## config.mk

```make
export PLATFORM = sky130hd
export DESIGN_NAME = debug_str_serializer
export DESIGN_NICKNAME = d
export VERILOG_FILES = /design/src/rtl/debug_str_serializer.sv
export SDC_FILE = /design/constraint.sdc
export NUM_CORES = 1
export LEC_CHECK = 0
export BUFFER_PORTS_ARGS = -buffer_cell sky130_fd_sc_hd__buf_2
export CORE_AREA = 8 8 118 120
export CTS_CLUSTER_SIZE = 16
export DETAILED_ROUTE_END_ITERATION = 6
export DIE_AREA = 0 0 126 128
export GPL_TIMING_DRIVEN = 1
export HOLD_SLACK_MARGIN = 0.03
export PLACE_DENSITY_LB_ADDON = 0.1
export SLEW_MARGIN = 20
export SYNTH_ARGS = -nofsm -noshare
export SYNTH_HDL_FRONTEND = slang
export SYNTH_SLANG_ARGS = --single-unit
```

## constraint.sdc

```tcl
create_clock -name clk -period 10.43 [get_ports clk]
set_clock_uncertainty 0.15 [all_clocks]
set_input_delay 0.5215 -clock clk [delete_from_list [all_inputs] [get_ports clk]]
set_output_delay 0.5215 -clock clk [all_outputs]
set_load 0.01 [all_outputs]
```

## src/rtl/debug_str_serializer.sv

```systemverilog
// Streams a snapshot of a wide debug word out as ASCII hex digits, with a separator between digit groups.
// Define DISP_LOWERCASE_EN to emit hex letters a-f instead of A-F.
module debug_str_serializer #(
  parameter int          NIBBLES  = 32,
  parameter int          GROUP    = 8,
  parameter logic [7:0]  SEP_CHAR = 8'h20,
  parameter int          ADDR_W   = 8
) (
  input  logic                   clk,
  input  logic                   rst,
  input  logic                   start,
  input  logic [4*NIBBLES-1:0]   data_in,
  output logic                   busy,
  output logic                   done,
  output logic                   char_valid,
  input  logic                   char_ready,
  output logic [7:0]             char_data,
  output logic [ADDR_W-1:0]      char_addr
);

  localparam int DW    = 4 * NIBBLES;
  localparam int CNT_W = (NIBBLES > 1) ? $clog2(NIBBLES) : 1;
  localparam int GRP_W = (GROUP > 1) ? $clog2(GROUP) : 1;
  localparam logic [CNT_W-1:0] LAST_DIGIT  = CNT_W'(NIBBLES - 1);
  localparam logic [GRP_W-1:0] LAST_IN_GRP = GRP_W'(GROUP - 1);

  typedef enum logic [1:0] {S_IDLE, S_EMIT, S_DONE} state_t;

  state_t             state;
  state_t             state_nxt;
  logic [DW-1:0]      shreg;
  logic [CNT_W-1:0]   digit_cnt;
  logic [GRP_W-1:0]   grp_cnt;
  logic               sep_pending;
  logic               accept;
  logic               last_digit;

  function automatic logic [7:0] hex_ascii(input logic [3:0] n);
    if (n < 4'd10) return 8'h30 + {4'h0, n};
`ifdef DISP_LOWERCASE_EN
    return 8'h57 + {4'h0, n};
`else
    return 8'h37 + {4'h0, n};
`endif
  endfunction

  assign accept     = (state == S_EMIT) && char_ready;
  assign last_digit = (digit_cnt == LAST_DIGIT);

  always_ff @(posedge clk) begin
    if (rst) state <= S_IDLE;
    else     state <= state_nxt;
  end

  always_comb begin
    state_nxt = state;
    case (state)
      S_IDLE: if (start) state_nxt = S_EMIT;
      S_EMIT: if (accept && !sep_pending && last_digit) state_nxt = S_DONE;
      S_DONE: state_nxt = S_IDLE;
      default: state_nxt = S_IDLE;
    endcase
  end

  // Snapshot on start; afterwards the top nibble of shreg is always the next digit to emit.
  always_ff @(posedge clk) begin
    if (rst) begin
      char_addr   <= '0;
      sep_pending <= 1'b0;
    end else if (state == S_IDLE && start) begin
      shreg       <= data_in;
      digit_cnt   <= '0;
      grp_cnt     <= '0;
      char_addr   <= '0;
      sep_pending <= 1'b0;
    end else if (accept) begin
      char_addr <= char_addr + 1'b1;
      if (sep_pending) begin
        sep_pending <= 1'b0;
      end else begin
        shreg     <= shreg << 4;
        digit_cnt <= digit_cnt + 1'b1;
        if (grp_cnt == LAST_IN_GRP) begin
          grp_cnt     <= '0;
          sep_pending <= !last_digit;
        end else begin
          grp_cnt <= grp_cnt + 1'b1;
        end
      end
    end
  end

  assign busy       = (state != S_IDLE);
  assign done       = (state == S_DONE);
  assign char_valid = (state == S_EMIT);
  assign char_data  = !char_valid ? 8'h00 :
                      sep_pending ? SEP_CHAR : hex_ascii(shreg[DW-1 -: 4]);

endmodule

```

==> qor.txt, run 1 <==
overall routing resource usage - 17.1%
I/O Buffers - 149
max-cap check violation count - 0
share of cells above drive strength 1 - 22.5%
vias in the first global route - 4747
cts repair resizes - 0
Area Overhead vs Synth - 21.2%
reg2reg start - state[0]
register area share after synthesis - 67.3%
TritonCTS clock tree - yes
core area - 12200 um^2
Setup Buffers After CTS - 0
CP Capture Type - flip-flop
Post-Syn Nets - 775
CP Capture Point - shreg[13]
CTS Sinks - 147
first-pass GRT wire length - 22000 um
register area - 4300 um^2
Min-Delay Path Class - input port to flip-flop
CP Data Arrival Time - 3220 ps
final instance area - 7750 um^2
Final Max Tran Viols - 0
Avg Synthesized Cell Area - 10.0 um^2
Required @ worst endpoint - 10310 ps
Cell variety after synth - 33
wirelength, routed - 13300 um
Synth warnings - 0
Post-Place Cell Area - 7240 um^2
f_max - 300 MHz
Buf/Inv on CP - 2
FF-to-FF End - shreg[13]
Crit-path slowest cell - buf_4
path length in cells of the critical path - 4
TritonCTS Buffers - 17
cell count after placement - 910
Most Frequent Cell on Critical Path - buf_4
clock buffer depth - 2
Post-Syn Area - 6390 um^2
H-Tree Depth - 4
worst setup path start - state[0]
worst vdd ir - 0.0988 mV
min Tclk post-route - 3340 ps
Synth area leader - edfxtp_1
Worst-path clk slew - 60 ps
largest net degree at the start of global routing - 82
antenna violations before repair - 0
Max FO, Critical Path - 80
Clk Latency, worst-skew pair - 410 ps
fin crit share - 32.0%
DR iter-0 viols - 335
Pwr Density - 178 nW/um^2
Post-DRT Antenna Nets - 0
Synth Register Bits - 147
Synth top area share - 63.9%
RSZ-0062 raised after global routing - false
family with the most delay on the worst path - buffers and inverters
CP startpoint kind - flip-flop
setup TNS - 0 ps
global route overflow - 0
crit-path cells - or3b_4 -> a21oi_4 -> buf_4 -> buf_4
final hold slack - 198 ps
max_slew headroom - 32.6%
initial core utilization - 52.4%
drt wl/cell - 14.1 um
die area - 16100 um^2
Final Hold Viols - 0
Post-DP HPWL - 8820 um
number of I/O pins - 151
Setup CP Type - flip-flop to flip-flop
detailed-route DRC error count - 0
placer congestion estimate - 0.792
Worst-Margin Slew - 1010 ps
Area contributors post-synth - edfxtp_1 64%, nand2_1 22%, dfxtp_1 3.4%
Setup violations, final - 0
Mapped Cells - 637
root buf cell - clkbuf_16
1st-pass router iterations - 5
layout net count - 917
diode count - 0
worst reg-to-reg path cell count - 4
cell leakage power - 3.54 nW
area of the multi-input gates - 1950 um^2
hold-fix buffers at CTS - 0
total number of vias - 4637
Largest stage delay, worst path - 890 ps
Site Rows - 41
floorplan die width - 126 um
Finished Layout Cells - 942
vias per cell - 4.92
reg2reg setup slack - 7090 ps
status - finished clean
Die H - 128 um
Fillers - 1054
power consumption - 0.00138 W
-- how the worst min path moves through the flow --
| stage | from | end | depth (start not counted) |
|---|---|---|---|
| finish | rst | state[0] | 2 |
| global route | rst | state[0] | 2 |
| CTS | rst | state[0] | 2 |
| detailed placement | char_addr[6] | char_addr[6] | 2 |
| global placement | char_addr[7] | char_addr[7] | 2 |
| floorplan | sep_pending | sep_pending | 2 |
-- final cells by class --
class                      count  area share [%]
inverter                       3           0.145
clock inverter                11           0.888
timing repair buffer         154            10.1
sequential                   147            55.6
clock buffer                  21            5.69
tap                          150            2.42
multi-input combinational    456            25.2
-- synth_stat cells (all sizes together) --
| cell type | number |
|---|---|
| a21oi | 11 |
| or2 | 1 |
| nor2b | 3 |
| xnor2 | 2 |
| or3b | 1 |
| o31ai | 2 |
| inv | 3 |
| o21ai | 6 |
| nor3b | 3 |
| buf | 22 |
| nand2 | 379 |
| or3 | 4 |
| nand4 | 1 |
| or4b | 1 |
| and3 | 1 |
| dfxtp | 11 |
| and2 | 6 |
| xor2 | 3 |
| conb | 1 |
| nand4b | 2 |
| ha | 6 |
| edfxtp | 136 |
| nor2 | 9 |
| nand2b | 3 |
| nand3 | 3 |
| or4 | 2 |
| nand3b | 2 |
| nor3 | 2 |
| clkbuf | 9 |
| a211oi | 1 |
| nor4b | 1 |
-- flip-flops by register name, summed over array words and instances, names as in the netlist --
register and cells:
shreg 128, grp_cnt 3, state 2, digit_cnt 5, sep_pending 1, char_addr 8
-- power by group --
group          switching (W)  internal [W]  total [W]  leakage [nW]
Sequential         0.0000114      0.000697   0.000708          1.37
Combinational      0.0000838     0.0000496   0.000133          1.92
Clock               0.000216      0.000319   0.000535         0.246
-- per-stage QoR --
step	setup WS, ps	utilization [%]
after floorplan	1810	-
after global placement	6920	59.3
after detailed placement	6880	59.3
after CTS	7060	63.4
after global routing	6870	63.4
final	7090	63.4
-- worst reg2reg max path, stage by stage, from the launching register on --
cell and delay, ps:
dfxtp_1 380, or3b_4 680, a21oi_4 200, buf_4 580, buf_4 920
-- cells in the final DEF (no fill, tap or decap), types with 6 or more instances in the layout --
| cell | netlist | layout |
|---|---|---|
| a21oi_1 | 11 | 10 |
| and2_1 | 6 | 6 |
| buf_2 | 21 | 149 |
| clkbuf_16 | 0 | 17 |
| clkinv_1 | 0 | 9 |
| dfxtp_1 | 11 | 11 |
| edfxtp_1 | 136 | 136 |
| ha_1 | 6 | 6 |
| nand2_1 | 379 | 379 |
| nor2_1 | 9 | 9 |
| o21ai_0 | 6 | 6 |
-- logic make-up after synthesis --
family	count (synthesis)	synth area share, %
AOI/OAI and AO/OA	20	1.68
other	1	0.0587
xor gates and xnor gates	5	0.685
DFF	147	67.3
and+or+nand+nor	424	26.6
adders and majority gates	6	1.17
buffers and inverters	34	2.47
-- layer usage --
| metal | GRT usage [%] | up-vias | share of wire (%) |
|---|---|---|---|
| li1 | - | 2374 | - |
| met1 | 21.7 | 2125 | 45 |
| met2 | 26.6 | 128 | 48 |
| met3 | 6.28 | 10 | 6.9 |
| met4 | 6.16 | 0 | 0.95 |
| met5 | 0 | - | 0 |
Note: power is estimated with default switching activity, not from simulation.
==> inputs of run 2 (changes only) <==
CORE_AREA = 8 8 125 127   (was 8 8 118 120)
DIE_AREA = 0 0 133 135   (was 0 0 126 128)
clock period = 3 ns   (was 10.43 ns; I/O delays follow)
==> run 2 against run 1 <==
Effect of this change:
- via count up 14%
- critical path depth is 1 higher
- combinational power increased to 4.8 times the previous value
- global-route usage is 1.5 points higher
- largest cell class unchanged
- final area is 18% higher
==> qor.txt, run 2 (synthesis gave the netlist of run 1 again) <==
Pwr Density - 531 nW/um^2
fin crit share - 78.0%
clock buffer depth - 2
layout net count - 1053
Cell Int Power - 0.00375 W
DR iter-0 viols - 328
max-cap check violation count - 0
vias in the first global route - 5674
H-Tree Depth - 4
GRT met1 Usage - 21.4%
Setup violations, final - 0
reg2reg setup slack - 660 ps
Area Overhead vs Synth - 43.5%
TritonCTS Buffers - 17
floorplan die width - 133 um
most common cell after layout, fill and taps aside - nand2_1
f_max - 427 MHz
die area - 18000 um^2
CP startpoint kind - flip-flop
sw frac - 23.0%
status - finished clean
Switch Pwr - 0.00112 W
cell leakage power - 4.12 nW
Site Rows - 43
drt wl/cell - 14.6 um
Finished Layout Cells - 1109
worst vdd ir - 0.441 mV
area of the multi-input gates - 1950 um^2
CP Capture Type - flip-flop
TritonCTS clock tree - yes
Die H - 135 um
met3 Use GR - 5.31%
antenna violations before repair - 1
root buf cell - clkbuf_16
clock power share - 36.4%
initial core utilization - 47.0%
GR Util met2 - 32.2%
total number of vias - 5304
largest net degree at the start of global routing - 135
min Tclk post-route - 2340 ps
Clk Latency, worst-skew pair - 410 ps
Required @ worst endpoint - 3130 ps
most frequent cells in the layout - 379 x nand2_1, 149 x buf_2, 136 x edfxtp_1
flip-flop count of the largest register after layout - 128
GR peak layer - met2
CTS Sinks - 147
Biggest register - shreg
1st-pass router iterations - 4
cell count after placement - 946
CP Data Arrival Time - 2470 ps
share of cells above drive strength 1 - 20.2%
placer congestion estimate - 0.745
Min-Delay Path Class - input port to flip-flop
Fillers - 1039
Max FO, Critical Path - 76
Post-DRT Antenna Nets - 0
global route overflow - 0
core area - 13600 um^2
Comb pwr share - 13.0%
Post-DP HPWL - 9450 um
max_slew headroom - 49.2%
Seq pwr share - 50.6%
number of I/O pins - 151
register area - 4310 um^2
wirelength, routed - 16200 um
setup ws final - 660 ps
vias per cell - 4.78
Setup WS pre-CTS - 677 ps
Worst-path clk slew - 60 ps
Final Max Tran Viols - 0
Setup CP Type - flip-flop to flip-flop
biggest registers after layout - shreg (128), char_addr (8), digit_cnt (5)
Setup Buffers After CTS - 0
overall routing resource usage - 18.7%
first-pass GRT wire length - 26900 um
detailed-route DRC error count - 0
final hold slack - 321 ps
hold-fix buffers at CTS - 130
Final Hold Viols - 0
RSZ-0062 raised after global routing - false
I/O Buffers - 149
cts repair resizes - 0
Worst-Margin Slew - 762 ps
power consumption - 0.00487 W
[run 2: cell count changes in the layout (fill, tap and decap cells not counted), sizes merged]
| cell | previous run | this run |
|---|---|---|
| diode | 0 | 1 |
| clkinv | 10 | 11 |
| buf | 154 | 160 |
| bufinv | 1 | 0 |
| dlygate4sd3 | 0 | 130 |
[run 2: area by class of cell]
type | count | share of cell area, %
timing repair buffer | 290 | 23.9
clock inverter | 11 | 0.491
antenna | 1 | 0.0273
tap | 180 | 2.45
sequential | 147 | 46.9
clock buffer | 21 | 4.80
inverter | 3 | 0.123
multi-input combinational | 456 | 21.3
[run 2: per-stage QoR]
| stage | util, % | setup TNS [ps] | cell area, um^2 |
|---|---|---|---|
| after detailed placement | 54.3 | 0 | 7380 |
| after CTS | 67.4 | 0 | 9170 |
| after global routing | 67.4 | 0 | 9170 |
| after global placement | 54.3 | 0 | 7380 |
| after floorplan | - | -113690 | 6430 |
| final | 67.4 | 0 | 9170 |
[run 2: power groups by stage]
stage          clock network (W)  logic [W]  registers (W)
6_report                 0.00177   0.000632        0.00246
5_1_grt                  0.00188   0.000715        0.00248
4_1_cts                  0.00181   0.000631        0.00246
3_5_place_dp                   0   0.000501        0.00250
3_3_place_gp                   0   0.000485        0.00250
2_1_floorplan                  0   0.000310        0.00250
[run 2: critical path, cell delays in order (launching register included)]
cell,delay [ps]
dfxtp_2,420
or3b_4,180
buf_4,440
buf_4,690
nand2_1,150
nand2_1,110
[run 2: worst paths after layout]
check	startpoint	cells past startpoint	end
max	state[0]	5	shreg[24]
max reg2reg	state[0]	5	shreg[24]
min	start	3	shreg[123]
min reg2reg	char_addr[7]	2	char_addr[7]
[run 2: per-layer routing]
layer  part of all wire, %  routed length, um
met5                     0                  0
met4                   2.1                346
met3                   5.8                932
met2                    50               8120
met1                    42               6790
==> inputs of run 3 (changes only) <==
ABC_AREA = 1   (was not set)
clock period = 2.05 ns   (was 3 ns; I/O delays follow)
==> run 3 against run 2 <==
Effect of this change:
- combinational power grew 50%
- first-iteration DRC count is the same
- sequential cell count is the same
- largest power group unchanged
- fmax grew 22%
- highest routed layer unchanged
- sequential power grew 46%
- core utilization grew 0.88 points
- clock power grew 46%
- global-route usage shrank 0.81 points
- sequential share of layout area shrank 0.62 points
- count of clock-buffer cells in the layout grew 2
- critical path depth grew 2
==> qor.txt, run 3 <==
worst vdd ir - 0.511 mV
H-Tree Depth - 4
Setup Buffers After CTS - 0
layout net count - 1092
Area Overhead vs Synth - 41.1%
Max FO, Critical Path - 3
1st-pass router iterations - 4
Cell variety after synth - 24
Synth top area share - 62.0%
CTS Sinks - 147
core area - 13600 um^2
TritonCTS clock tree - yes
Post-synth ARST share - 0%
Avg Synthesized Cell Area - 9.79 um^2
Post-DRT Antenna Nets - 0
Post-Syn Nets - 811
cell leakage power - 4.31 nW
flip-flop count of the largest register after layout - 128
vias per cell - 4.60
total number of vias - 5280
f_max - 523 MHz
Synth warnings - 0
commonest cells in the netlist - 397 x nand2_1, 136 x edfxtp_1, 32 x inv_1
wirelength, routed - 15500 um
largest net degree at the start of global routing - 131
global route overflow - 0
Synth area leader - edfxtp_1
Min-Delay Path Class - input port to flip-flop
register area share after synthesis - 65.3%
Post-Syn Area - 6590 um^2
setup TNS - 0 ps
Setup violations, final - 0
die area - 18000 um^2
reg2reg setup slack - 140 ps
RSZ-0062 raised after global routing - false
detailed-route DRC error count - 0
top-count cell post-synth - nand2_1
Mapped Cells - 673
Final Hold Viols - 0
Clk Latency, worst-skew pair - 410 ps
Area contributors post-synth - edfxtp_1 62%, nand2_1 23%, buf_6 3.6%
most frequent cells in the layout - 397 x nand2_1, 149 x buf_2, 136 x edfxtp_1
max-cap check violation count - 0
placer congestion estimate - 0.766
fin crit share - 93.3%
Worst-path clk slew - 50 ps
share of cells above drive strength 1 - 20.1%
Site Rows - 43
Die H - 135 um
floorplan die width - 133 um
CP Capture Type - flip-flop
min Tclk post-route - 1910 ps
number of I/O pins - 151
drt wl/cell - 13.5 um
power consumption - 0.00713 W
root buf cell - clkbuf_16
TritonCTS Buffers - 17
most common cell after layout, fill and taps aside - nand2_1
Biggest register - shreg
max_slew headroom - 62.4%
Final Max Tran Viols - 0
Post-DP HPWL - 9020 um
Required @ worst endpoint - 2200 ps
initial core utilization - 48.4%
number of flops mapped to enable cells by yosys - 136
vias in the first global route - 5399
Worst-Margin Slew - 564 ps
status - finished clean
Setup CP Type - flip-flop to flip-flop
antenna violations before repair - 1
first-pass GRT wire length - 25700 um
clock buffer depth - 2
CP startpoint kind - flip-flop
Synth Register Bits - 147
I/O Buffers - 149
CP Data Arrival Time - 2060 ps
biggest registers after layout - shreg (128), char_addr (8), digit_cnt (5)
Pwr Density - 767 nW/um^2
DR iter-0 viols - 328
overall routing resource usage - 17.9%
Most used DFF post-synth - edfxtp_1
run 3: worst paths after layout:
| path | start | endpoint | cells past startpoint |
|---|---|---|---|
| max | digit_cnt[0] | state[1] | 7 |
| min | start | digit_cnt[3] | 6 |
| max reg2reg | digit_cnt[0] | state[1] | 7 |
| min reg2reg | sep_pending | sep_pending | 2 |
run 3: cells by family (layout without fill, tap and decap cells):
kind of cell    Yosys count  count (layout)  synth area share [%]
other cells               1               2                0.0569
simple gates            436             436                  25.6
flops                   147             147                  65.3
xor+xnor                  1               1                 0.133
compound gates           19              19                  1.44
fa+ha+maj                 6               6                  1.14
buf+inv                  63             357                  6.27
run 3: metrics by stage:
step                hold WS [ps]  instances  cell area [um^2]  worst slack, ps  util [%]
floorplan                   14.2        673              6610            -1700         -
global placement             200        984              7490              209      55.0
detailed placement           226        984              7490              147      55.0
CTS                          271       1147              9290             73.8      68.2
global route                 306       1148              9290             18.2      68.3
finish                       275       1148              9290              137      68.3
run 3: cell type report:
type	instances	area, um^2
Clock inverter	9	40.0
Clock buffer	23	448
Sequential cell	147	4310
Fill cell	1013	4320
Multi-Input combinational cell	463	1890
Timing Repair Buffer	292	2260
Antenna cell	1	2.50
Tap cell	180	225
Inverter	33	126
run 3: critical path: stages, from the launching register on:
cell and delay, ps:
edfxtp_1 410, ha_1 230, nand2_1 80, nor2_1 40, ha_1 190, nand3_1 110, nor2_1 40, dlygate4sd3_1 540
run 3: routing by layer:
metal | track usage (%) | routed length, um | vias up
li1 | - | - | 2717
met1 | 21.5 | 6620 | 2396
met5 | 0 | 0 | -
met4 | 7.00 | 255 | 0
met3 | 5.53 | 1030 | 21
met2 | 29.4 | 7570 | 146
run 3: power breakdown:
group / internal [W] / switching (W)
logic: 0.000454 / 0.000492
clock network: 0.00151 / 0.00108
registers: 0.00354 / 0.0000530
run 3: what timing repair did:
action | in CTS | in global routing
setup endpoints to repair | 0 | 2
hold buffers | 131 | 0
resized for setup | 0 | 1
hold endpoints to repair | 138 | 0
